## config.mk

```make
export PLATFORM = sky130hd
export DESIGN_NAME = traffic_phase_scheduler
export DESIGN_NICKNAME = d
export VERILOG_FILES = /design/src/rtl/traffic_phase_scheduler.sv
export SDC_FILE = /design/constraint.sdc
export NUM_CORES = 1
export LEC_CHECK = 0
export CAP_MARGIN = 5
export CORE_UTILIZATION = 35
export DETAILED_ROUTE_END_ITERATION = 6
export PLACE_DENSITY = 0.67
export SETUP_SLACK_MARGIN = 0.4
export SYNTH_ARGS = -nofsm -noshare
export SYNTH_HDL_FRONTEND = slang
export SYNTH_SLANG_ARGS = --single-unit
```

## constraint.sdc

```tcl
create_clock -name clk -period 4.25 [get_ports clk]
set_clock_uncertainty 0.2 [all_clocks]
set_input_delay 0.425 -clock clk [delete_from_list [all_inputs] [get_ports clk]]
set_output_delay 0.425 -clock clk [all_outputs]
set_load 0.02 [all_outputs]
```

## src/rtl/traffic_phase_scheduler.sv

```systemverilog
// Demand-actuated NS/EW/pedestrian phase scheduler: green -> yellow -> all-red, min/max green, round-robin.
// Lamps are a Moore decode of the phase register (no extra latency); requests are levels, ped is latched.
module traffic_phase_scheduler #(
    parameter int MIN_GREEN      = 20,
    parameter int MAX_GREEN      = 50,
    parameter int YELLOW_CYCLES  = 10,
    parameter int ALL_RED_CYCLES = 4,
    parameter int WALK_CYCLES    = 30,
    parameter int TIMER_W        = 8
) (
    input  logic       clk,
    input  logic       reset_n,
    input  logic       ns_req,
    input  logic       ew_req,
    input  logic       ped_req,
    output logic       ns_g,
    output logic       ns_y,
    output logic       ns_r,
    output logic       ew_g,
    output logic       ew_y,
    output logic       ew_r,
    output logic       walk,
    output logic       ped_ack,
    output logic [2:0] phase
);

    localparam logic [2:0] NS_GREEN = 3'd0;
    localparam logic [2:0] NS_YEL   = 3'd1;
    localparam logic [2:0] EW_GREEN = 3'd2;
    localparam logic [2:0] EW_YEL   = 3'd3;
    localparam logic [2:0] ALL_RED  = 3'd4;
    localparam logic [2:0] PED_WALK = 3'd5;

    localparam logic [TIMER_W-1:0] MIN_LAST  = TIMER_W'(MIN_GREEN - 1);
    localparam logic [TIMER_W-1:0] MAX_LAST  = TIMER_W'(MAX_GREEN - 1);
    localparam logic [TIMER_W-1:0] YEL_LAST  = TIMER_W'(YELLOW_CYCLES - 1);
    localparam logic [TIMER_W-1:0] AR_LAST   = TIMER_W'(ALL_RED_CYCLES - 1);
    localparam logic [TIMER_W-1:0] WALK_LAST = TIMER_W'(WALK_CYCLES - 1);

    logic [2:0]         phase_q, phase_d;
    logic [TIMER_W-1:0] timer_q, timer_d;
    logic               ped_pending_q, ped_pending_d;
    logic               last_dir_ew_q, last_dir_ew_d;
    logic               last_was_ped_q, last_was_ped_d;

    logic in_green, min_ok, at_max, phase_chg;

    assign in_green  = (phase_q == NS_GREEN) || (phase_q == EW_GREEN);
    assign min_ok    = (timer_q >= MIN_LAST);
    assign at_max    = (timer_q == MAX_LAST);
    assign phase_chg = (phase_d != phase_q);

    always_ff @(posedge clk or posedge reset_n) begin
        if (reset_n) begin
            phase_q        <= ALL_RED;
            timer_q        <= '0;
            ped_pending_q  <= 1'b0;
            last_dir_ew_q  <= 1'b1;
            last_was_ped_q <= 1'b0;
        end else begin
            phase_q        <= phase_d;
            timer_q        <= timer_d;
            ped_pending_q  <= ped_pending_d;
            last_dir_ew_q  <= last_dir_ew_d;
            last_was_ped_q <= last_was_ped_d;
        end
    end

    always_comb begin
        phase_d = phase_q;
        case (phase_q)
            NS_GREEN: if (min_ok && (ew_req || ped_pending_q) && (!ns_req || at_max)) phase_d = NS_YEL;
            EW_GREEN: if (min_ok && (ns_req || ped_pending_q) && (!ew_req || at_max)) phase_d = EW_YEL;
            NS_YEL:   if (timer_q == YEL_LAST) phase_d = ALL_RED;
            EW_YEL:   if (timer_q == YEL_LAST) phase_d = ALL_RED;
            PED_WALK: if (timer_q == WALK_LAST) phase_d = ALL_RED;
            ALL_RED: begin
                if (timer_q == AR_LAST) begin
                    if (ped_pending_q && !last_was_ped_q) phase_d = PED_WALK;
                    else if (last_dir_ew_q)               phase_d = NS_GREEN;
                    else                                  phase_d = EW_GREEN;
                end
            end
            default: phase_d = ALL_RED;
        endcase
    end

    // Timer and round-robin bookkeeping follow the chosen next phase.
    always_comb begin
        timer_d        = timer_q + TIMER_W'(1);
        ped_pending_d  = ped_pending_q | (ped_req && (phase_q != PED_WALK));
        last_dir_ew_d  = last_dir_ew_q;
        last_was_ped_d = last_was_ped_q;
        if (phase_chg) begin
            timer_d = '0;
            case (phase_d)
                NS_GREEN: begin last_dir_ew_d = 1'b0; last_was_ped_d = 1'b0; end
                EW_GREEN: begin last_dir_ew_d = 1'b1; last_was_ped_d = 1'b0; end
                PED_WALK: begin ped_pending_d = 1'b0; last_was_ped_d = 1'b1; end
                default: ;
            endcase
        end else if (in_green && at_max) begin
            timer_d = timer_q;
        end
    end

    always_comb begin
        ns_g    = 1'b0;
        ns_y    = 1'b0;
        ns_r    = 1'b1;
        ew_g    = 1'b0;
        ew_y    = 1'b0;
        ew_r    = 1'b1;
        walk    = 1'b0;
        ped_ack = 1'b0;
        phase   = phase_q;
        case (phase_q)
            NS_GREEN: begin ns_g = 1'b1; ns_r = 1'b0; end
            NS_YEL:   begin ns_y = 1'b1; ns_r = 1'b0; end
            EW_GREEN: begin ew_g = 1'b1; ew_r = 1'b0; end
            EW_YEL:   begin ew_y = 1'b1; ew_r = 1'b0; end
            PED_WALK: begin walk = 1'b1; ped_ack = (timer_q == '0); end
            default: ;
        endcase
    end

endmodule

```

# Yosys cells after proc, flatten, opt, wreduce, memory -nomap -nowiden
# Index checks and enable logic that the tools add are counted.
# word_totals
elab_cells	70
ff_bits	14
in_bits	5
out_inout_bits	11
# classes
reduce_logical	26
bitwise_logic	1
eq_ne	14
muxes	22
n_addsub	1
order_cmp	1
# op_table
op	count
two-way mux 3 bit	6
two-way mux 8 bit	2
case mux 3 bit (5 select lines)	1
two-way mux 1 bit	10
== test 3 x 2 -> 1 bit, second input constant	3
== test 3 bit, second input constant	3
adder 8 x 1 -> 8 bit, second input constant	1
== test 8 x 2 -> 1 bit, second input constant	1
== test 8 x 4 -> 1 bit, second input constant	1
== test 8 x 5 -> 1 bit, second input constant	1
== test 8 x 6 -> 1 bit, second input constant	1
>= comparator 8 x 5 -> 1 bit, second input constant	1
zero test 8 bit	1
OR reduction 2 bit	4
logical AND 1 bit	7
zero test 3 bit	2
logical OR 1 bit	5
case mux 1 bit (2 select lines)	2
AND reduction 2 bit	2
nonzero test 2 bit	2
== test 3 x 1 -> 1 bit, second input constant	1
zero test 1 bit	3
!= test 3 bit	1
!= test 3 bit, second input constant	1
3 further kinds	3

# Longest topological paths before layout
# Gate-level depths: netlist (run 1).
# depth
ltp_word	9
ltp_mapped	6
mapped_depth_nobuf	6

# Least setup slack after synthesis (run 1)
# No wires, ideal clock.
# synth_path
path_type	reg-to-reg
startpoint	register phase_q[2], in the netlist phase[2]
endpoint	register phase_q[0], in the netlist phase[0]
arrival_ps	1771
synth_period_minus_slack_ps	2109
t_required_ps	3911
stages_incl_launch_ff	6
n_path_buf	1
path_slack_ps	2141
setup_time_ps	139
path_cell_list	dfstp_2 clkbuf_1 nor2_1 o311ai_0 a22oi_2 or4_1
# synth_between
elab_chain_cells	3
elab_cells_between_ends	8
classes_between	eq/ne (5); mux (1); reduce/logical (2)
# synth_rtl
item	line_no	source
start, declared	40	logic [2:0] phase_q, phase_d;
start signal, assigned	61	phase_q <= phase_d;
== test 3 x 2 -> 1 bit / == test 3 x 1 -> 1 bit (equally long branches)	71	case (phase_q)
OR reduction 2 bit (no source line)	--	
case mux 3 bit (5 select lines) (*)	71	
net phase_d[0]	40	
# Mark *: on every way through the listed nets, which the timed path passes. The rest lies on a longest branch.
# A chain may end at the register's enable or synchronous reset.

# Final worst setup path (run 1)
# layout_path
startpoint	register phase_q[2], in the netlist phase[2]
endpoint	output ped_ack
# layout_between
elab_chain_cells	2
# layout_rtl
item	line_no	source
== test 3 bit	117	case (phase_q)
two-way mux 1 bit	117	
end, declared	23	output logic ped_ack,
# Every way passes these cells.

==> results of run 1 <==
## through the flow
stage | setup slack (ns) | power, mW | cell area, um^2
detailed placement | 1.82 | 0.509 | 1090
CTS | 1.64 | 0.589 | 1120
finish | 1.61 | 0.590 | 1120
global route | 1.57 | 0.636 | 1120
floorplan | 2.14 | 0.413 | 935
global placement | 1.85 | 0.503 | 1090
## placed cells by master, fill, tap and decap left out, types with 2 or more instances in the layout
cell type	n
nor2_1	9
a31oi_1	2
clkbuf_4	3
mux2i_1	3
xor2_1	4
nand2b_1	2
nor2b_1	2
o31ai_1	2
nand3_1	7
inv_1	5
nand3b_1	2
and3_1	2
clkdlybuf4s50_1	15
nor4b_1	3
nor3b_1	2
nor3_1	11
or4_1	2
ha_1	3
xnor2_1	3
nand2_1	4
dfstp_2	2
dfrtp_1	12
## registers in the layout (all words and copies together), names as in the netlist
signal / count
timer_q: 8
phase: 3
last_dir_ew_q: 1
last_was_ped_q: 1
ped_pending_q: 1
## power breakdown
part	internal, mW	total (mW)	leakage, nW	switching (mW)
combinational	0.130	0.283	0.266	0.153
clock	0.0364	0.0813	0.0150	0.0449
sequential	0.168	0.226	0.174	0.0582
total	0.335	0.590	0.455	0.256
## cell type report
type,instances,area share [%]
repair buffers,15,13.4
flip-flops and latches,14,31.5
inverters,5,1.68
clock buffers,4,2.35
well taps,30,3.36
multi-input cells,78,47.7
## logic make-up after synthesis
| kind of cell | after synthesis | synth area share, % |
|---|---|---|
| mux | 5 | 6.02 |
| fa+ha+maj | 3 | 4.02 |
| simple gates | 51 | 30.8 |
| flops | 14 | 37.8 |
| buf+inv | 11 | 5.22 |
| xor+xnor | 7 | 6.56 |
| compound gates | 12 | 9.64 |
## worst max-delay path by stage
stage,end,cells past startpoint
6_report,ped_ack,4
5_1_grt,ped_ack,4
4_1_cts,ped_ack,4
3_5_place_dp,phase[0],5
3_3_place_gp,phase[0],5
2_1_floorplan,phase[0],5
## critical path, stage by stage, from the launching register on
cell	delay [ns]
dfstp_2	0.67
nand3b_1	0.17
inv_1	0.13
and3_1	0.16
clkdlybuf4s50_1	0.61
## metal layers
metal | wire length [um] | share of wire, % | GRT usage [%] | up-vias
li1 | - | - | - | 394
met1 | 879 | 44 | 17.9 | 377
met2 | 945 | 48 | 26.1 | 29
met3 | 113 | 5.7 | 2.82 | 7
met4 | 47 | 2.4 | 8.77 | 0
met5 | 0 | 0 | 0 | -
==> flow_metrics.tcl, run 1 <==
set metrics [dict create \
    drc 0 \
    post_cts_buffers 0 \
    placed_cells 142 \
    cts_tree "built" \
    r2r_slack_ns 1.87 \
    yosys_register_bits 14 \
    setup.worst_path.end_class "output pin" \
    p_per_area_nw_per_um2 528 \
    synthTopCellsByCount "12 x dfrtp_1, 11 x nor3_1, 9 x nor2_1, 7 x nand3_1, 5 x inv_1" \
    clockBufferDepth 2 \
    dp_hpwl_um 1450 \
    nFillCells 246 \
    fin_cells 146 \
    io_pins 16 \
    htreeDepth 1 \
    critical_path_class "flip-flop to output pin" \
    register_area_um2 353 \
    cts_resized 0 \
    io_buffers 15 \
    wl_per_cell_um 13.6 \
    timing.hold.ws_ns 0.279 \
    num_rows 18 \
    layout.nets 125 \
    rsz0062_at_grt "no" \
    start_util_pct 37.4 \
    cap_violations 0 \
    crit_fanout 12 \
    track_usage_pct 15.4 \
    status "complete, no violations" \
    fin_crit_sh_pct 62.2 \
    die_area_um2 2880 \
    synth_cell_types 38 \
    first_pass_iters 4 \
    min_path_type "input pin to async pin" \
    synth-edff-count 0 \
    grt_start_max_net_pins 15 \
    place_congestion 0.845 \
    grt_pass1_wl_um 3110 \
    syn_avg_cell_area_um2 9.07 \
    synth_area_leader_cell "dfrtp_1" \
    worst_ep_arrival_time_ns 2.02 \
    vdd_ir_drop_max_mv 0.288 \
    setup_violations 0 \
    reg2reg_to "timer_q[3]" \
    core_um2 2500 \
    cp.required_ns 3.62 \
    clk_latency_ns 0.28 \
    netlist_instances 103 \
    yosysWarnings 0 \
    slew_headroom_pct 58.6 \
    ys_seq_area_share_pct 37.8 \
    worstReg2RegStart "timer_q[1]" \
    antenna_cells 0 \
    cts_sinks 14 \
    cts_root_buf "clkbuf_4" \
    hold_viol 0 \
    tightest_slew_ns 0.612 \
    setup_tns_ns 0 \
    syn_area_um2 935 \
    async_flop_share_pct 100 \
    dieHeight_um 53.7 \
    cp-start-kind "flip-flop" \
    area_delta_synth_final_pct 19.7 \
    startpoint "phase[2]" \
    vias 807 \
    first_global_vias 704 \
    layout-drive-gt1-share_pct 9.48 \
    holdBufCountCts 0 \
    yosysTopAreaCellShare_pct 32.1 \
    p_leak_nw 0.455 \
    rr_worst_depth 6 \
    antenna_found_initial 0 \
    synth-main-ff-cell "dfrtp_1" \
    cts_made_buffers 3 \
    synth.area.top_cells "dfrtp_1 32%, nor3_1 5.9%, dfstp_2 5.6%" \
    slew_viol_final 0 \
    finalWirelength_um 1990 \
    layout_min_cycle_time_ns 2.64 \
    dieWidth_um 53.7 \
    multi_input_area_um2 533 \
    drt-initial-drc-count 8 \
    max_freq_mhz 379 \
    path_clk_slew_ns 0.09 \
    ant_nets 0 \
    synth_fp_nets 111 \
    viasPerCell 5.53 \
    fin_util_pct 44.7 \
    grt-ovfl-total 0 \
    yosysMostFrequentCell "dfrtp_1" \
]
No activity file was read; power rests on OpenSTA's default activity.
==> inputs of run 2 (changes only) <==
- clock period: 4.25 -> 2.8 ns (I/O delays scaled with it)
==> run 2 against run 1 <==
  * Design area up 3.7%
  * Routed wire length up 2.6%
  * Combinational power rose by 72%
  * Register-to-register slack lost 1.3 ns
  * Global-route usage rose by 0.77 points
  * Die area unchanged
  * Sequential power rose by 43%
  * Flip-flop and latch count stayed put
  * Clock-buffer cell count did not move
  * Via count grew 0.62%
  * Highest routed layer unchanged
==> flow_metrics.tcl, run 2 (synthesis gave the netlist of run 1 again) <==
set metrics [dict create \
    top_register "timer_q" \
    vdd_ir_drop_max_mv 0.368 \
    grt_start_max_net_pins 15 \
    start_util_pct 37.4 \
    htreeDepth 1 \
    dp_hpwl_um 1460 \
    area_delta_synth_final_pct 24.1 \
    grt_pass1_wl_um 3190 \
    cp.depth 4 \
    setup_tns_ns 0 \
    clockBufferDepth 2 \
    antenna_cells 0 \
    worst_ep_arrival_time_ns 1.81 \
    met2_wirelength_um 995 \
    rsz0062_at_grt "no" \
    crit_family "buffers and inverters" \
    p_per_area_nw_per_um2 825 \
    track_usage_pct 16.1 \
    ant_nets 0 \
    placed_cells 142 \
    rr_worst_depth 6 \
    setup.worst_path.end_class "output pin" \
    layout_commonest_cell "clkdlybuf4s50_1" \
    layout.nets 127 \
    critical_path_class "flip-flop to output pin" \
    multi_input_area_um2 546 \
    layout_min_cycle_time_ns 2.29 \
    cts_made_buffers 3 \
    status "complete, no violations" \
    critPathBufInv 2 \
    antenna_found_initial 0 \
    startpoint "phase[2]" \
    fin_crit_sh_pct 82.0 \
    final_cell_area_um2 1160 \
    drt-met1-wl_um 935 \
    vias 812 \
    slew_viol_final 0 \
    clk_latency_ns 0.28 \
    layout-drive-gt1-share_pct 14.4 \
    r2r_slack_ns 0.61 \
    viasPerCell 5.49 \
    critPathSlowestCell "clkdlybuf4s50_1" \
    fin_cells 148 \
    min_path_type "input pin to async pin" \
    tightest_slew_ns 0.533 \
    core_um2 2500 \
    dpl_worst_slack_ns 0.359 \
    first_pass_iters 4 \
    crit_chain "buf_4 -> or2_2 -> nor2_1 -> clkdlybuf4s50_1" \
    drc 0 \
    largest_reg_flops 8 \
    crit_fanout 4 \
    reg2reg_to "timer_q[1]" \
    setup_violations 0 \
    io_buffers 15 \
    num_rows 18 \
    wl_per_cell_um 13.8 \
    cpPeakStageDelay_ns 0.61 \
    final_cell_mix "14 x clkdlybuf4s50_1, 11 x nor3_1, 11 x dfrtp_1" \
    place_area_um2 1090 \
    nFillCells 249 \
    hold_viol 0 \
    dieWidth_um 53.7 \
    path_clk_slew_ns 0.09 \
    cts_tree "built" \
    first_global_vias 721 \
    drt-initial-drc-count 14 \
    route.met3.wl_um 83 \
    cap_violations 0 \
    dieHeight_um 53.7 \
    worst_slack_ns 0.505 \
    io_pins 16 \
    register_area_um2 354 \
    highest_layer "met4" \
    slew_headroom_pct 64.4 \
    cts_sinks 14 \
    place_congestion 0.867 \
    p_leak_nw 0.490 \
    holdBufCountCts 0 \
    die_area_um2 2880 \
    cp.required_ns 2.32 \
    grt-ovfl-total 0 \
    cp-start-kind "flip-flop" \
    finalWirelength_um 2040 \
    max_freq_mhz 436 \
    fin_util_pct 46.4 \
    endpoint "ns_y" \
    cts_root_buf "clkbuf_4" \
    worstReg2RegStart "phase[2]" \
]
-- run 2: changes by cell type in the layout (fill, tap and decap cells not counted), sizes merged --
cell	change
buf	+2
clkdlybuf4s50	-1
dlymetal6s2s	+1
-- run 2: cell type report --
cell class	count	share of cell area, %
inverter	5	1.62
multi-input combinational	78	47.0
sequential	14	30.5
tap	30	3.24
clock buffer	4	3.13
timing repair buffer	17	14.5
-- run 2: what timing repair did --
item                       CTS  global route
setup buffers                2             0
resized for setup            1             3
setup endpoints to repair    9             5
-- run 2: worst min-delay path by stage --
stage	from	to	slack, ns	depth (start not counted)
6_report	reset_n	timer_q[7]	0.13	2
5_1_grt	reset_n	last_was_ped_q	0.19	2
4_1_cts	reset_n	timer_q[1]	0.15	2
3_5_place_dp	last_was_ped_q	last_was_ped_q	0.30	1
3_3_place_gp	last_was_ped_q	last_was_ped_q	0.29	1
2_1_floorplan	reset_n	last_was_ped_q	-0.03	1
-- run 2: through the flow --
step | power (mW) | hold WS [ns]
after floorplan | 0.626 | -0.0322
after global routing | 1.03 | 0.189
after CTS | 0.958 | 0.154
after global placement | 0.764 | 0.293
final | 0.956 | 0.130
after detailed placement | 0.777 | 0.301
-- run 2: where the power goes --
part	total [mW]	internal (mW)	switching, mW
Sequential	0.324	0.254	0.0705
Clock	0.146	0.0791	0.0671
Combinational	0.486	0.223	0.263
-- run 2: layer usage --
metal	GRT usage [%]	vias to the layer above
met5	0	-
met1	20.0	385
met3	3.39	4
met2	25.3	22
met4	10.1	0
li1	-	401
-- run 2: worst reg2reg max path: cells and delay by family (launching register included) --
family / cells / cell delay (ns)
AND/OR/NAND/NOR: 2 / 0.53
AO/OA/AOI/OAI: 2 / 0.65
buffers and inverters: 2 / 0.30
flip-flops: 1 / 0.39
